$ cat src/rtl/conv3x3_filter.sv
// conv3x3_filter: streaming 3x3 window filter with a 3-stage pipeline.
//   S1: per-mode partial sums of the window
//   S2: final sums / absolute values as one signed value
//   S3: normalise (Gaussian >>4), clamp to pixel range, optional binary threshold
// Ports:
//   axi_clk, axi_reset_n        clock, async active-low reset
//   i_pixel_data[9*DATA_W]      window p0..p8 raster order, p0 in LSBs, p4 centre
//   i_pixel_data_valid/o_ready  input handshake
//   i_mode                      0 Sobel, 1 Gaussian, 2 sharpen, 3 bypass
//   i_thresh_en, i_threshold    binary threshold applied after clamping
//   o_convolved_data(_valid)    output pixel, i_data_ready is downstream ready
//   o_frame_done                one-cycle pulse after the last pixel of a frame
module conv3x3_filter #(
  parameter int unsigned DATA_W  = 8,
  parameter int unsigned NUM_PIX = 8294400
) (
  input  logic                  axi_clk,
  input  logic                  axi_reset_n,
  input  logic [9*DATA_W-1:0]   i_pixel_data,
  input  logic                  i_pixel_data_valid,
  output logic                  o_ready,
  input  logic [1:0]            i_mode,
  input  logic                  i_thresh_en,
  input  logic [DATA_W-1:0]     i_threshold,
  output logic [DATA_W-1:0]     o_convolved_data,
  output logic                  o_convolved_data_valid,
  input  logic                  i_data_ready,
  output logic                  o_frame_done
);

  // Gaussian sum reaches 16*(2^DATA_W-1), so five extra bits keep it positive when signed.
  localparam int unsigned SW = DATA_W + 5;
  localparam int unsigned CW = (NUM_PIX > 1) ? $clog2(NUM_PIX) : 1;
  localparam logic [CW-1:0] LastCnt = CW'(NUM_PIX - 1);
  localparam logic signed [SW-1:0] MaxVal = {{5{1'b0}}, {DATA_W{1'b1}}};

  logic en, handshake;
  assign en        = i_data_ready | ~o_convolved_data_valid;
  assign o_ready   = en;
  assign handshake = o_convolved_data_valid & i_data_ready;

  // Stage 1: partial sums
  logic [SW-1:0] px [9];
  logic [SW-1:0] a_d, b_d, c_d, d_d;

  always_comb begin
    for (int i = 0; i < 9; i++) px[i] = SW'(i_pixel_data[i*DATA_W +: DATA_W]);
  end

  always_comb begin
    a_d = '0;
    b_d = '0;
    c_d = '0;
    d_d = '0;
    unique case (i_mode)
      2'd0: begin
        a_d = px[2] + (px[5] << 1) + px[8];
        b_d = px[0] + (px[3] << 1) + px[6];
        c_d = px[6] + (px[7] << 1) + px[8];
        d_d = px[0] + (px[1] << 1) + px[2];
      end
      2'd1: begin
        a_d = px[0] + (px[1] << 1) + px[2] + (px[3] << 1);
        b_d = (px[4] << 2) + (px[5] << 1) + px[6] + (px[7] << 1) + px[8];
      end
      2'd2: begin
        a_d = (px[4] << 2) + px[4];
        b_d = px[1] + px[3] + px[5] + px[7];
      end
      2'd3: a_d = px[4];
    endcase
  end

  logic              s1_valid_q, s1_ten_q;
  logic [1:0]        s1_mode_q;
  logic [DATA_W-1:0] s1_thr_q;
  logic [SW-1:0]     s1_a_q, s1_b_q, s1_c_q, s1_d_q;

  // Stage 2: combine partials into one signed value
  logic signed [SW-1:0] gx, gy, abs_x, abs_y, s2_val_d;

  always_comb begin
    gx       = $signed(s1_a_q) - $signed(s1_b_q);
    gy       = $signed(s1_c_q) - $signed(s1_d_q);
    abs_x    = gx[SW-1] ? -gx : gx;
    abs_y    = gy[SW-1] ? -gy : gy;
    s2_val_d = '0;
    unique case (s1_mode_q)
      2'd0: s2_val_d = abs_x + abs_y;
      2'd1: s2_val_d = $signed(s1_a_q) + $signed(s1_b_q);
      2'd2: s2_val_d = gx;
      2'd3: s2_val_d = $signed(s1_a_q);
    endcase
  end

  logic                 s2_valid_q, s2_ten_q;
  logic [1:0]           s2_mode_q;
  logic [DATA_W-1:0]    s2_thr_q;
  logic signed [SW-1:0] s2_val_q;

  // Stage 3: normalise, clamp, threshold
  logic signed [SW-1:0] norm;
  logic [DATA_W-1:0]    clamped, res_d;

  always_comb begin
    norm = (s2_mode_q == 2'd1) ? (s2_val_q >>> 4) : s2_val_q;
    if (norm[SW-1])         clamped = '0;
    else if (norm > MaxVal) clamped = '1;
    else                    clamped = norm[DATA_W-1:0];
    if (s2_ten_q) res_d = (clamped >= s2_thr_q) ? '1 : '0;
    else          res_d = clamped;
  end

  logic [CW-1:0] cnt_q;

  always_ff @(posedge axi_clk or negedge axi_reset_n) begin
    if (!axi_reset_n) begin
      s1_valid_q             <= 1'b0;
      s1_ten_q               <= 1'b0;
      s1_mode_q              <= '0;
      s1_thr_q               <= '0;
      s1_a_q                 <= '0;
      s1_b_q                 <= '0;
      s1_c_q                 <= '0;
      s1_d_q                 <= '0;
      s2_valid_q             <= 1'b0;
      s2_ten_q               <= 1'b0;
      s2_mode_q              <= '0;
      s2_thr_q               <= '0;
      s2_val_q               <= '0;
      o_convolved_data       <= '0;
      o_convolved_data_valid <= 1'b0;
      o_frame_done           <= 1'b0;
      cnt_q                  <= '0;
    end else begin
      o_frame_done <= handshake && (cnt_q == LastCnt);
      if (handshake) cnt_q <= (cnt_q == LastCnt) ? '0 : cnt_q + 1'b1;
      // Whole pipeline moves together; a stalled S3 freezes every stage.
      if (en) begin
        s1_valid_q             <= i_pixel_data_valid;
        s1_ten_q               <= i_thresh_en;
        s1_mode_q              <= i_mode;
        s1_thr_q               <= i_threshold;
        s1_a_q                 <= a_d;
        s1_b_q                 <= b_d;
        s1_c_q                 <= c_d;
        s1_d_q                 <= d_d;
        s2_valid_q             <= s1_valid_q;
        s2_ten_q               <= s1_ten_q;
        s2_mode_q              <= s1_mode_q;
        s2_thr_q               <= s1_thr_q;
        s2_val_q               <= s2_val_d;
        o_convolved_data_valid <= s2_valid_q;
        o_convolved_data       <= res_d;
      end
    end
  end

endmodule

$ cat config.mk
export PLATFORM = sky130hd
export DESIGN_NAME = conv3x3_filter
export DESIGN_NICKNAME = d
export VERILOG_FILES = /design/src/rtl/conv3x3_filter.sv
export SDC_FILE = /design/constraint.sdc
export NUM_CORES = 1
export LEC_CHECK = 0
export CAP_MARGIN = 20
export CORE_MARGIN = 2
export CORE_UTILIZATION = 45
export DETAILED_ROUTE_END_ITERATION = 10
export HOLD_SLACK_MARGIN = 0.06
export PLACE_DENSITY = 0.72
export SLEW_MARGIN = 20
export SYNTH_ARGS = -nofsm -noshare
export SYNTH_HDL_FRONTEND = slang
export SYNTH_SLANG_ARGS = --single-unit
export TNS_END_PERCENT = 20
$ cat constraint.sdc
create_clock -name axi_clk -period 4.95 [get_ports axi_clk]
set_input_delay 0.495 -clock axi_clk [delete_from_list [all_inputs] [get_ports axi_clk]]
set_output_delay 0.495 -clock axi_clk [all_outputs]
set_load 0.05 [all_outputs]
After elaboration in Yosys (flattened, before gate mapping)
Cells that the tools add are included.

word-level totals
  flip-flop bits (word level) = 122
  input bits = 87
  output and inout bits = 11
  word-level logic and storage cells = 70

operators by class
  add/subtract/negate cells = 24
  magnitude comparators = 2
  equal/unequal tests = 8
  multiplexer cells = 13
  bitwise operators = 3
  reduce and logical (&&, ||, !) cells = 3

operators by type and width
  operator                                              count
  case mux 13 bit (4 select lines)                      2
  adder 10 x 8 -> 11 bit                                6
  adder 8 x 9 -> 10 bit                                 4
  case mux 13 bit (3 select lines)                      1
  two-way mux 8 bit                                     4
  adder 13 bit                                          2
  two-way mux 13 bit                                    2
  negator 13 bit                                        2
  subtractor 13 bit                                     2
  adder 23 x 1 -> 23 bit (second input constant)        1
  equality test 23 bit (second input constant)          1
  two-way mux 23 bit                                    1
  two-way mux 11 bit                                    2
  adder 12 x 9 -> 13 bit                                1
  adder 13 x 8 -> 13 bit                                1
  > comparator 13 x 9 -> 1 bit (second input constant)  1
  adder 11 x 8 -> 12 bit                                1
  adder 11 x 9 -> 12 bit                                1
  two-way mux 12 bit                                    1
  adder 10 x 9 -> 11 bit                                1
  adder 9 x 8 -> 10 bit                                 1
  adder 8 x 8 -> 9 bit                                  1
  equality test 2 bit (second input constant)           4
  >= comparator 8 bit                                   1
  6 further kinds                                       9

Depth between registers and ports, before layout
  depth in word-level cells = 8
  gate-level depth with buffers = 23
  depth with buffers taken out = 23

Least setup slack after synthesis
Ideal clock, no wire load.

  path type = register -> register
  from = register s1_c_q[0]
  to = register s2_val_q[12]
  library setup time = 0.120 ns
  data arrival time = 4.210 ns
  data required time = 4.830 ns
  slack = 0.620 ns
  cell stages (with the launch flop) = 24
  buffers on the path = 0
  clock period less this slack = 4.330 ns
  cell sequence = dfrtp_1 > inv_1 > ha_1 > inv_1 > fa_1 > a21o_1 > a21oi_1 > o21bai_1 > a21oi_1 > o21bai_1 > a21oi_2 > o21ai_1 > nor2_1 > xnor2_1 > ha_1 > nor2b_1 > o21ai_1 > a21oi_1 > o41ai_1 > o21ai_1 > a21o_1 > a21oi_1 > xor2_1 > a31o_1

on the way
  longest elaborated chain between the ends = 5

RTL lines
  element                               RTL line  source
  start: declaration                    77        logic [SW-1:0] s1_a_q, s1_b_q, s1_c_q, s1_d_q;
  start signal: assignment              124       s1_c_q <= '0;
  start signal: assignment              146       s1_c_q <= c_d;
  subtractor 13 bit (*)                 84        gy = $signed(s1_c_q) - $signed(s1_d_q);
  negator 13 bit                        86        abs_y = gy[SW-1] ? -gy : gy;
  two-way mux 13 bit (*)                86
  adder 13 bit (*)                      89        2'd0: s2_val_d = abs_x + abs_y;
  case mux 13 bit (4 select lines) (*)  88        unique case (s1_mode_q)
  end signal: assignment                152       s2_val_q <= s2_val_d;
  end: declaration                      99        logic signed [SW-1:0] s2_val_q;

Mark *: on every way between the ends. The rest lies on a longest branch, timed or not.
A chain may end at the register's enable or synchronous reset.

Final worst setup path
Ends and elaborated chain as after synthesis.

==> impl_metrics.ini <==
[sta]
tightestPinTransition_ps = 935
setup_viol = 0
slew_headroom_pct = 37.7
finalHoldViolCount = 0
fin_crit_sh_pct = 92.6
min_period_ps = 4590
hold_ws_ps = 219
clock_skew_ps = 13.2
slew_viol_final = 0
fmax_mhz = 218

[drt]
drtPass1Iterations = 5
ant_nets = 0
via_count = 9329
dr.first_iter.drc_count = 566
vias_per_cell = 5.47
routed_wl_mm = 28.5
avgRoutedWirePerCell_um = 16.7
drc_errors = 0

[cells_and_area]
area_growth_pct = 17.3
n_fill_cell = 2292
mostFrequentLayoutCells = nand2_1 (143), ha_1 (126), dfrtp_1 (113), inv_1 (112), clkdlybuf4s50_1 (96)
fin_nets = 1651
final_common_cell = nand2_1
design_area_um2 = 13500
num_antenna_cells = 0
utilization_pct = 53.8
drive_gt1_share_pct = 5.68

[cts]
clk_latency_ps = 420
cts.clk_slew.worst_paths_ps = 60
root_buffer = clkbuf_16
post-cts-setup-buffer-count = 0
cts_tree = done
cts-buffers-inserted = 17
cts_htree_levels = 4
max-clock-path-buffers = 2
cts_sinks = 113

[grt]
grt_pass1_vias = 9625
antenna_found_initial = 0
grt_pass1_wl_mm = 47.0
track_usage_pct = 22.1
gr-total-overflow = 0
grt_max_degree = 99

[setup_path]
cp.required_ps = 5260
endpoint_kind = flop
crit_chain = inv_1 -> ha_1 -> inv_1 -> fa_1 -> a21o_1 -> a21oi_2 -> o21bai_1 -> a21oi_2 -> o21bai_1 -> a21oi_2 -> o21ai_2 -> nor2_1 -> xnor2_1 -> ha_1 -> nor2b_1 -> o21ai_1 -> a21oi_1 -> o41ai_1 -> buf_4 -> o21ai_1 -> a21o_1 -> a21oi_1 -> xor2_1 -> a31o_1
critPathMaxFanout = 10
critPathMaxStageDelay_ps = 400
cpMostUsedCell = a21oi_2
critPathLaunchType = flop
rr_worst_depth = 24
crit_arrival_ps = 4890
slowest_stage = fa_1
crit_cells = 24
crit_family = compound AO/OA/AOI/OAI gates
worst-setup-path-type = reg -> reg
path_buf_inv = 3

[synth]
yosys_warnings = 0
syn_avg_cell_area_um2 = 9.05
synth_top_area_cell = dfrtp_1
async_reset_ff_share_pct = 100
syn-cell-area_um2 = 11500
synth_nets = 1561
yosysTopAreaCellShare_pct = 24.6
synth_top_flop_cell = dfrtp_1
ys_seq_area_share_pct = 24.6
synthCells = 1271
synth_edf_count = 0
ys_ff_latch = 113
yosysUniqueCellTypes = 68
synthTopCellsByArea = dfrtp_1 (25%), ha_1 (14%), fa_1 (13%)

[placed_design]
hpwl_mm = 22.8
io_buffers = 97
gp_congestion = 0.914
postPlaceCellArea_um2 = 12800

[run]
maxCapViolations = 0

[power_and_ir_drop]
p_sw_mw = 4.61
p_int_mw = 5.33
swShare_pct = 46.3
p_leak_nw = 6.18
seqPwrFrac_pct = 14.6
clkPwrFrac_pct = 13.4
ir_worst_vdd_uv = 528
p_comb_share_pct = 72.0
powerDensity_nw_per_um2 = 736

[die]
initial_utilization_pct = 45.8
fp.dieW_um = 164
core.rowCount = 58
coreArea_um2 = 25100
boundaryPins = 98
die_y_um = 164
die_area_um2 = 26900

[min_path]
hp-class = in -> async

[status]
status = finished, final reports clean
==> power by group through the flow <==
stage | logic, mW | clock network, mW | registers [mW]
2_1_floorplan | 5.46 | 0 | 1.47
3_3_place_gp | 6.84 | 0 | 1.45
3_5_place_dp | 7.03 | 0 | 1.46
4_1_cts | 7.11 | 1.36 | 1.45
5_1_grt | 7.98 | 1.40 | 1.49
6_report | 7.16 | 1.34 | 1.45
==> synthesized netlist by cell type (all sizes together), types with 4 or more instances <==
| master | number |
|---|---|
| nand2 | 143 |
| ha | 126 |
| dfrtp | 113 |
| inv | 112 |
| nor2 | 93 |
| a21oi | 88 |
| o21ai | 88 |
| fa | 77 |
| xnor2 | 76 |
| xor2 | 35 |
| clkbuf | 32 |
| a21o | 28 |
| nor2b | 25 |
| nor3 | 21 |
| nand2b | 19 |
| nand3 | 19 |
| mux2i | 18 |
| o21bai | 15 |
| o21a | 12 |
| mux4 | 11 |
| a22o | 9 |
| a31oi | 9 |
| buf | 9 |
| and3 | 8 |
| a211oi | 7 |
| or3 | 6 |
| nor3b | 5 |
| o211ai | 5 |
| a21boi | 4 |
| nand3b | 4 |
| nand4 | 4 |
| o31ai | 4 |
==> cell families (layout without fill, tap and decap cells) <==
group | after synthesis | in the layout | share of synthesized area (%)
flip-flops | 113 | 113 | 24.6
adder cells (fa/ha/maj) | 203 | 203 | 27.1
buffers and inverters | 154 | 257 | 5.20
AO/OA/AOI/OAI | 299 | 299 | 16.5
multiplexers | 31 | 31 | 3.95
XOR/XNOR | 111 | 111 | 8.45
AND/OR/NAND/NOR | 360 | 360 | 14.3
==> registers in the layout, indices dropped and copies added (netlist names) <==
name	cells
cnt_q	23
s2_val_q	13
s1_b_q	12
s1_a_q	11
s1_c_q	10
s1_d_q	10
o_convolved_data	8
s1_thr_q	8
s2_thr_q	8
s1_mode_q	2
s2_mode_q	2
o_convolved_data_valid	1
o_frame_done	1
s1_ten_q	1
s1_valid_q	1
s2_ten_q	1
s2_valid_q	1
==> final cells by class <==
class	count	area [µm²]	area share, %
Clock buffer	18	439	3.25
Sequential cell	113	2830	20.9
Tap cell	330	413	3.06
Clock inverter	14	201	1.49
Multi-Input combinational cell	1004	8110	60.1
Inverter	113	424	3.14
Timing Repair Buffer	112	1080	8.01
==> final timing paths <==
check,from,endpoint,slack [ps]
max,s1_c_q[0],s2_val_q[12],360
min,axi_reset_n,s1_a_q[1],220
max reg2reg,s1_c_q[0],s2_val_q[12],360
min reg2reg,s2_valid_q,o_convolved_data_valid,450
max in group asynchronous,axi_reset_n,s1_d_q[8],3640
min in group axi_clk,s2_valid_q,o_convolved_data_valid,450
==> repair_timing <==
action | 4_1_cts | 5_1_grt
gates resized for setup | 0 | 3
setup endpoints to repair | 0 | 6
hold buffers | 0 | 0
==> per-layer routing <==
metal / routed length, µm / global-route usage, % / vias up
met5: 0 / 0 / -
li1: - / - / 4533
met3: 963 / 2.75 / 67
met2: 14200 / 38.2 / 224
met1: 12400 / 28.0 / 4505
met4: 919 / 9.01 / 0
==> per-stage QoR <==
step / TNS [ps] / total power, mW / setup slack [ps] / cells
6_report: 0 / 9.94 / 364 / 1704
5_1_grt: -17.4 / 10.9 / -17.4 / 1704
4_1_cts: 0 / 9.91 / 208 / 1704
3_5_place_dp: 0 / 8.49 / 43.7 / 1672
3_3_place_gp: 0 / 8.29 / 77.6 / 1672
2_1_floorplan: 0 / 6.93 / 620 / 1271
No activity file was read; power rests on OpenSTA's default activity.
